### config.mk
export PLATFORM = sky130hd
export DESIGN_NAME = fp_special_classifier_pipe
export DESIGN_NICKNAME = d
export VERILOG_FILES = /design/src/rtl/fp_special_classifier_pipe.sv
export SDC_FILE = /design/constraint.sdc
export NUM_CORES = 1
export LEC_CHECK = 0
export CORE_MARGIN = 3
export CORE_UTILIZATION = 36
export DETAILED_ROUTE_END_ITERATION = 8
export GPL_ROUTABILITY_DRIVEN = 0
export GPL_TIMING_DRIVEN = 0
export HOLD_SLACK_MARGIN = 0.06
export PLACE_DENSITY = 0.8
export SLEW_MARGIN = 20
export SYNTH_ARGS = -nofsm -noshare
export SYNTH_HDL_FRONTEND = slang
export SYNTH_SLANG_ARGS = --single-unit
### constraint.sdc
create_clock -name clk -period 1.96 [get_ports clk]
set_input_delay 0.392 -clock clk [delete_from_list [all_inputs] [get_ports clk]]
set_output_delay 0.392 -clock clk [all_outputs]
set_load 0.02 [all_outputs]
### src/rtl/fp_special_classifier_pipe.sv
// fp_special_classifier_pipe
//   Registered IEEE-754 operand classifier for the FP multiplier datapath.
//   Classifies operands a/b as zero/denormal/normal/inf/NaN, predicts the
//   special-case result of a*b, and presents it through a one-deep
//   valid/ready output stage. Also keeps sticky exception flags and a
//   saturating count of invalid-operation pairs.
//
//   Optional feature macro: FP_CLASS_SNAN_EN
//     defined   : NaN with man MSB == 0 is signaling and marks the pair invalid
//     undefined : all NaNs are quiet, only zero*inf is invalid
//
// Ports
//   clk, rst                 clock (rising edge), async active-high reset
//   in_valid / in_ready      operand handshake (in_ready = !out_valid || out_ready)
//   a, b                     operands {sign, exp[EXP_W], man[MAN_W]}
//   out_valid / out_ready    result handshake
//   out_a_class, out_b_class one-hot {nan, inf, denormal, normal, zero}
//   out_sign                 a.sign ^ b.sign
//   out_res_special          result code is not "none"
//   out_res_code             00 none, 01 zero, 10 inf, 11 NaN
//   out_invalid              invalid operation for this pair
//   flags_clr                synchronous clear of sticky flags and counter
//   sticky_flags             {invalid, nan_seen, inf_seen, denormal_seen}
//   invalid_cnt              saturating count of accepted invalid pairs
module fp_special_classifier_pipe #(
  parameter int unsigned EXP_W = 8,
  parameter int unsigned MAN_W = 23,
  parameter int unsigned CNT_W = 8
) (
  input  logic                   clk,
  input  logic                   rst,
  input  logic                   in_valid,
  output logic                   in_ready,
  input  logic [EXP_W+MAN_W:0]   a,
  input  logic [EXP_W+MAN_W:0]   b,
  output logic                   out_valid,
  input  logic                   out_ready,
  output logic [4:0]             out_a_class,
  output logic [4:0]             out_b_class,
  output logic                   out_sign,
  output logic                   out_res_special,
  output logic [1:0]             out_res_code,
  output logic                   out_invalid,
  input  logic                   flags_clr,
  output logic [3:0]             sticky_flags,
  output logic [CNT_W-1:0]       invalid_cnt
);

  typedef enum logic [1:0] {
    RES_NONE = 2'b00,
    RES_ZERO = 2'b01,
    RES_INF  = 2'b10,
    RES_NAN  = 2'b11
  } res_code_e;

  // One-hot class {nan, inf, denormal, normal, zero}
  function automatic logic [4:0] classify(input logic [EXP_W-1:0] e,
                                          input logic [MAN_W-1:0] m);
    logic man_nz;
    man_nz = |m;
    if (e == '0)      classify = man_nz ? 5'b00100 : 5'b00001;
    else if (e == '1) classify = man_nz ? 5'b10000 : 5'b01000;
    else              classify = 5'b00010;
  endfunction

  logic [EXP_W-1:0] a_exp, b_exp;
  logic [MAN_W-1:0] a_man, b_man;
  logic [4:0]       a_cls, b_cls;
  logic             any_nan, any_inf, any_zero, any_den, zero_inf;
  logic             pair_invalid;
  res_code_e        pair_code;
  logic             accept;

  logic             valid_q, valid_d;
  logic [4:0]       a_cls_q, a_cls_d, b_cls_q, b_cls_d;
  logic             sign_q, sign_d;
  res_code_e        code_q, code_d;
  logic             inv_q, inv_d;
  logic [3:0]       sticky_q, sticky_d;
  logic [CNT_W-1:0] cnt_q, cnt_d;

  assign a_exp = a[EXP_W+MAN_W-1:MAN_W];
  assign b_exp = b[EXP_W+MAN_W-1:MAN_W];
  assign a_man = a[MAN_W-1:0];
  assign b_man = b[MAN_W-1:0];

  assign in_ready = !valid_q || out_ready;
  assign accept   = in_valid && in_ready;

  always_comb begin
    a_cls    = classify(a_exp, a_man);
    b_cls    = classify(b_exp, b_man);
    any_nan  = a_cls[4] | b_cls[4];
    any_inf  = a_cls[3] | b_cls[3];
    any_den  = a_cls[2] | b_cls[2];
    any_zero = a_cls[0] | b_cls[0];
    zero_inf = (a_cls[0] & b_cls[3]) | (a_cls[3] & b_cls[0]);

    if (any_nan || zero_inf) pair_code = RES_NAN;
    else if (any_inf)        pair_code = RES_INF;
    else if (any_zero)       pair_code = RES_ZERO;
    else                     pair_code = RES_NONE;

`ifdef FP_CLASS_SNAN_EN
    pair_invalid = zero_inf
                 | (a_cls[4] & ~a_man[MAN_W-1])
                 | (b_cls[4] & ~b_man[MAN_W-1]);
`else
    pair_invalid = zero_inf;
`endif
  end

  always_comb begin
    valid_d  = valid_q;
    a_cls_d  = a_cls_q;
    b_cls_d  = b_cls_q;
    sign_d   = sign_q;
    code_d   = code_q;
    inv_d    = inv_q;

    if (accept) begin
      valid_d = 1'b1;
      a_cls_d = a_cls;
      b_cls_d = b_cls;
      sign_d  = a[EXP_W+MAN_W] ^ b[EXP_W+MAN_W];
      code_d  = pair_code;
      inv_d   = pair_invalid;
    end else if (out_ready) begin
      valid_d = 1'b0;
    end

    // Clear takes effect first so a same-cycle accept still lands its bits.
    sticky_d = flags_clr ? '0 : sticky_q;
    cnt_d    = flags_clr ? '0 : cnt_q;
    if (accept) begin
      sticky_d = sticky_d | {pair_invalid, any_nan, any_inf, any_den};
      if (pair_invalid && (cnt_d != '1)) cnt_d = cnt_d + 1'b1;
    end
  end

  always_ff @(posedge clk or posedge rst) begin
    if (rst) begin
      valid_q  <= 1'b0;
      a_cls_q  <= '0;
      b_cls_q  <= '0;
      sign_q   <= 1'b0;
      code_q   <= RES_NONE;
      inv_q    <= 1'b0;
      sticky_q <= '0;
      cnt_q    <= '0;
    end else begin
      valid_q  <= valid_d;
      a_cls_q  <= a_cls_d;
      b_cls_q  <= b_cls_d;
      sign_q   <= sign_d;
      code_q   <= code_d;
      inv_q    <= inv_d;
      sticky_q <= sticky_d;
      cnt_q    <= cnt_d;
    end
  end

  assign out_valid       = valid_q;
  assign out_a_class     = a_cls_q;
  assign out_b_class     = b_cls_q;
  assign out_sign        = sign_q;
  assign out_res_code    = code_q;
  assign out_res_special = (code_q != RES_NONE);
  assign out_invalid     = inv_q;
  assign sticky_flags    = sticky_q;
  assign invalid_cnt     = cnt_q;

endmodule

==> results.yml <==
global_routing:
  grt_usage_pct: 19.9
  grt_pass1_vias: 1699
  grt_overflow_total: 0
  antenna_found_initial: 0
  grt_max_degree: 28
  grt_pass1_wl_um: 8070
critical_path:
  cp_max_fo: 5
  cp_num_buf_inv: 1
  path_cells: "dlygate4sd2_1 > nor4_2 > nor4bb_4 > or2_4 > and4bb_2 > mux2_4"
  start_kind: "primary input"
  crit_slowest_cell: "nor4bb_4"
  critPathArrivalTime_ns: 2.08
  critPathMaxStageDelay_ns: 0.40
  cp_top_family: "simple AND/OR/NAND/NOR gates"
  cp-end-kind: "flop"
  critical_path_class: "primary input to flop"
  crit_required_ns: 2.13
detailed_routing:
  avgRoutedWirePerCell_um: 15.7
  drc: 0
  via_per_inst: 5.18
  dr.pass1.iters: 4
  postRouteAntennaNets: 0
  vias: 1690
  routed_wl_um: 5130
  drt_iter0_drc: 78
synth:
  seq_area_frac_synth_pct: 45.0
  synth_cell_type_count: 38
  syn_area_um2: 1500
  syn_avg_cell_area_um2: 9.57
  syn_nets: 227
  synthCells: 157
  yosys_register_bits: 27
  ys_warn_count: 0
floorplan:
  pin_count: 98
  initial_core_util_pct: 39.3
  core-area_um2: 3830
  die_height_um: 70.6
  dieArea_um2: 4990
  rows: 22
  chipWidth_um: 70.6
min_path:
  hp-class: "flop to flop"
sta:
  relSlewSlack_pct: 35.6
  fin_crit_ns: 1.91
  fmax_mhz: 523
  fin_ws_ns: 0.0488
  finalSetupViolCount: 0
  tns_ns: 0
  slew_viol_final: 0
  fin_skew_ns: 0.00452
  worst_pin_slew_ns: 0.960
  fin_crit_sh_pct: 97.5
  hold_viol_final: 0
layout:
  diodes: 0
  drive_above_1_share_pct: 20.5
  nets: 349
  fin_util_pct: 76.3
  syn2layout_area_growth_pct: 94.2
  fin_cells: 326
  design_area_um2: 2920
power:
  p_leak_nw: 1.44
  power_density_nw_per_um2: 400
  vdd_drop_max_mv: 0.344
placement:
  place_area_um2: 2530
  dpl.cell_count: 302
  preCtsSetupSlack_ns: -0.616
  dp_hpwl_um: 3700
  io_buffers: 97
clocking:
  cts-root-buf: "clkbuf_8"
  htree_num_levels: 1
  cts_made_buffers: 3
  clkLatencyLatePin_ns: 0.28
  path_clk_slew_ns: 0.10
  cts_tree: "yes"
  cts_buffer_depth: 2
  clkSinkCount: 27
flow_run:
  drv_cap: 0
outcome:
  status: "finished, final reports clean"
[cells in the final DEF (no fill, tap or decap), types with 5 or more instances in the layout]
| cell type | Yosys | final |
|---|---|---|
| dlymetal6s2s_1 | 0 | 19 |
| clkdlybuf4s15_1 | 0 | 11 |
| nand2_1 | 18 | 17 |
| buf_4 | 0 | 19 |
| dlygate4sd2_1 | 0 | 32 |
| nor4_2 | 1 | 12 |
| nor2b_1 | 8 | 7 |
| and2_1 | 5 | 5 |
| nand4_1 | 12 | 12 |
| clkdlybuf4s50_1 | 0 | 35 |
| dfrtp_1 | 27 | 27 |
| nor2_1 | 10 | 8 |
| o21ai_0 | 10 | 10 |
[cell usage after synthesis]
master / n / area (um^2)
and4_1: 3 / 26.3
inv_1: 4 / 15.0
a22o_1: 1 / 8.76
nor3b_1: 1 / 7.51
or2_2: 2 / 12.5
clkbuf_1: 4 / 15.0
nor4_2: 1 / 12.5
a211o_1: 1 / 8.76
a32o_1: 1 / 10.0
o311ai_0: 1 / 8.76
a221oi_1: 1 / 8.76
nand4_1: 12 / 75.1
a31oi_1: 1 / 6.26
xnor2_1: 4 / 35.0
o31ai_1: 2 / 15.0
a21o_1: 4 / 30.0
nor3_1: 4 / 20.0
nor4bb_1: 2 / 20.0
nor4_4: 1 / 21.3
nand2b_1: 2 / 12.5
ha_1: 1 / 12.5
mux2_4: 1 / 15.0
a41o_1: 1 / 10.0
nand2_1: 18 / 67.6
o2111a_1: 1 / 11.3
mux2_1: 1 / 11.3
nand3_1: 1 / 5.00
mux2_2: 2 / 22.5
and2_1: 5 / 31.3
nand4b_1: 1 / 8.76
nor4_1: 13 / 81.3
o21ai_0: 10 / 50.1
nor2b_1: 8 / 50.1
and3_1: 3 / 18.8
nor2_1: 10 / 37.5
and4bb_2: 1 / 12.5
nand4_2: 1 / 12.5
dfrtp_1: 27 / 676
[per-stage QoR]
stage	power, W	hold WS (ns)
after detailed placement	0.000854	0.470
after global placement	0.000849	0.463
after CTS	0.00117	0.493
after floorplan	0.000662	0.445
after global routing	0.00121	0.523
final	0.00117	0.485
[where the power goes]
group	internal (W)	switching [W]	total (W)	leakage [nW]
Sequential	0.000570	0.00000759	0.000577	0.365
Combinational	0.000143	0.000119	0.000262	1.05
Clock	0.000145	0.000185	0.000329	0.0217
[area by class of cell]
type | count | area (um^2)
buffer | 4 | 15.0
clock buffer | 3 | 41.3
clock inverter | 1 | 7.51
fill | 293 | 908
inverter | 4 | 15.0
multi-input combinational | 122 | 971
sequential | 27 | 676
tap | 48 | 60.1
timing repair buffer | 117 | 1130
[path summary, 6_finish.rpt]
path,depth (start not counted),slack [ns],start,end
hold reg to reg,2,0.49,out_a_class[4],out_a_class[4]
max in group asynchronous,2,1.00,rst,out_b_class[2]
setup reg to reg,6,0.13,invalid_cnt[1],invalid_cnt[7]
min in group asynchronous,2,0.52,rst,out_b_class[4]
setup / recovery,6,0.05,a[24],invalid_cnt[7]
hold / removal,2,0.49,out_a_class[4],out_a_class[4]
[cell families after synthesis]
logic type / share of synthesized area (%)
and+or+nand+nor: 35.5
DFF: 45.0
AOI/OAI and AO/OA: 11.2
buffers and inverters: 2.00
xor gates and xnor gates: 2.33
muxes: 3.25
adders and majority gates: 0.833
[sequential cells by signal (all words and copies together) (netlist names)]
name / cells
invalid_cnt: 8
out_res_code: 2
out_a_class: 5
out_sign: 1
out_valid: 1
out_invalid: 1
out_b_class: 5
sticky_flags: 4
[worst min-delay path, stage by stage, from the launching register on]
cell and delay (ns):
dfrtp_1 0.35, nand2_1 0.04, o21ai_0 0.06
[per-layer routing]
layer  vias up  wire length (um)  GRT usage [%]
met3         6               246           2.98
met4         0                49           3.76
li1        832                 -              -
met2        62              2760           35.9
met1       790              2080           25.4
met5         -                 0              0
[repair_timing]
item / in CTS / in global routing
pin swaps: 24 / 18
setup endpoints to repair: 12 / 10
resized for setup: 71 / 35
buffers inserted: 11 / 9
hold endpoints to repair: 0 / 0
hold buffers: 0 / 0
Power figures use the tool's default switching activity.
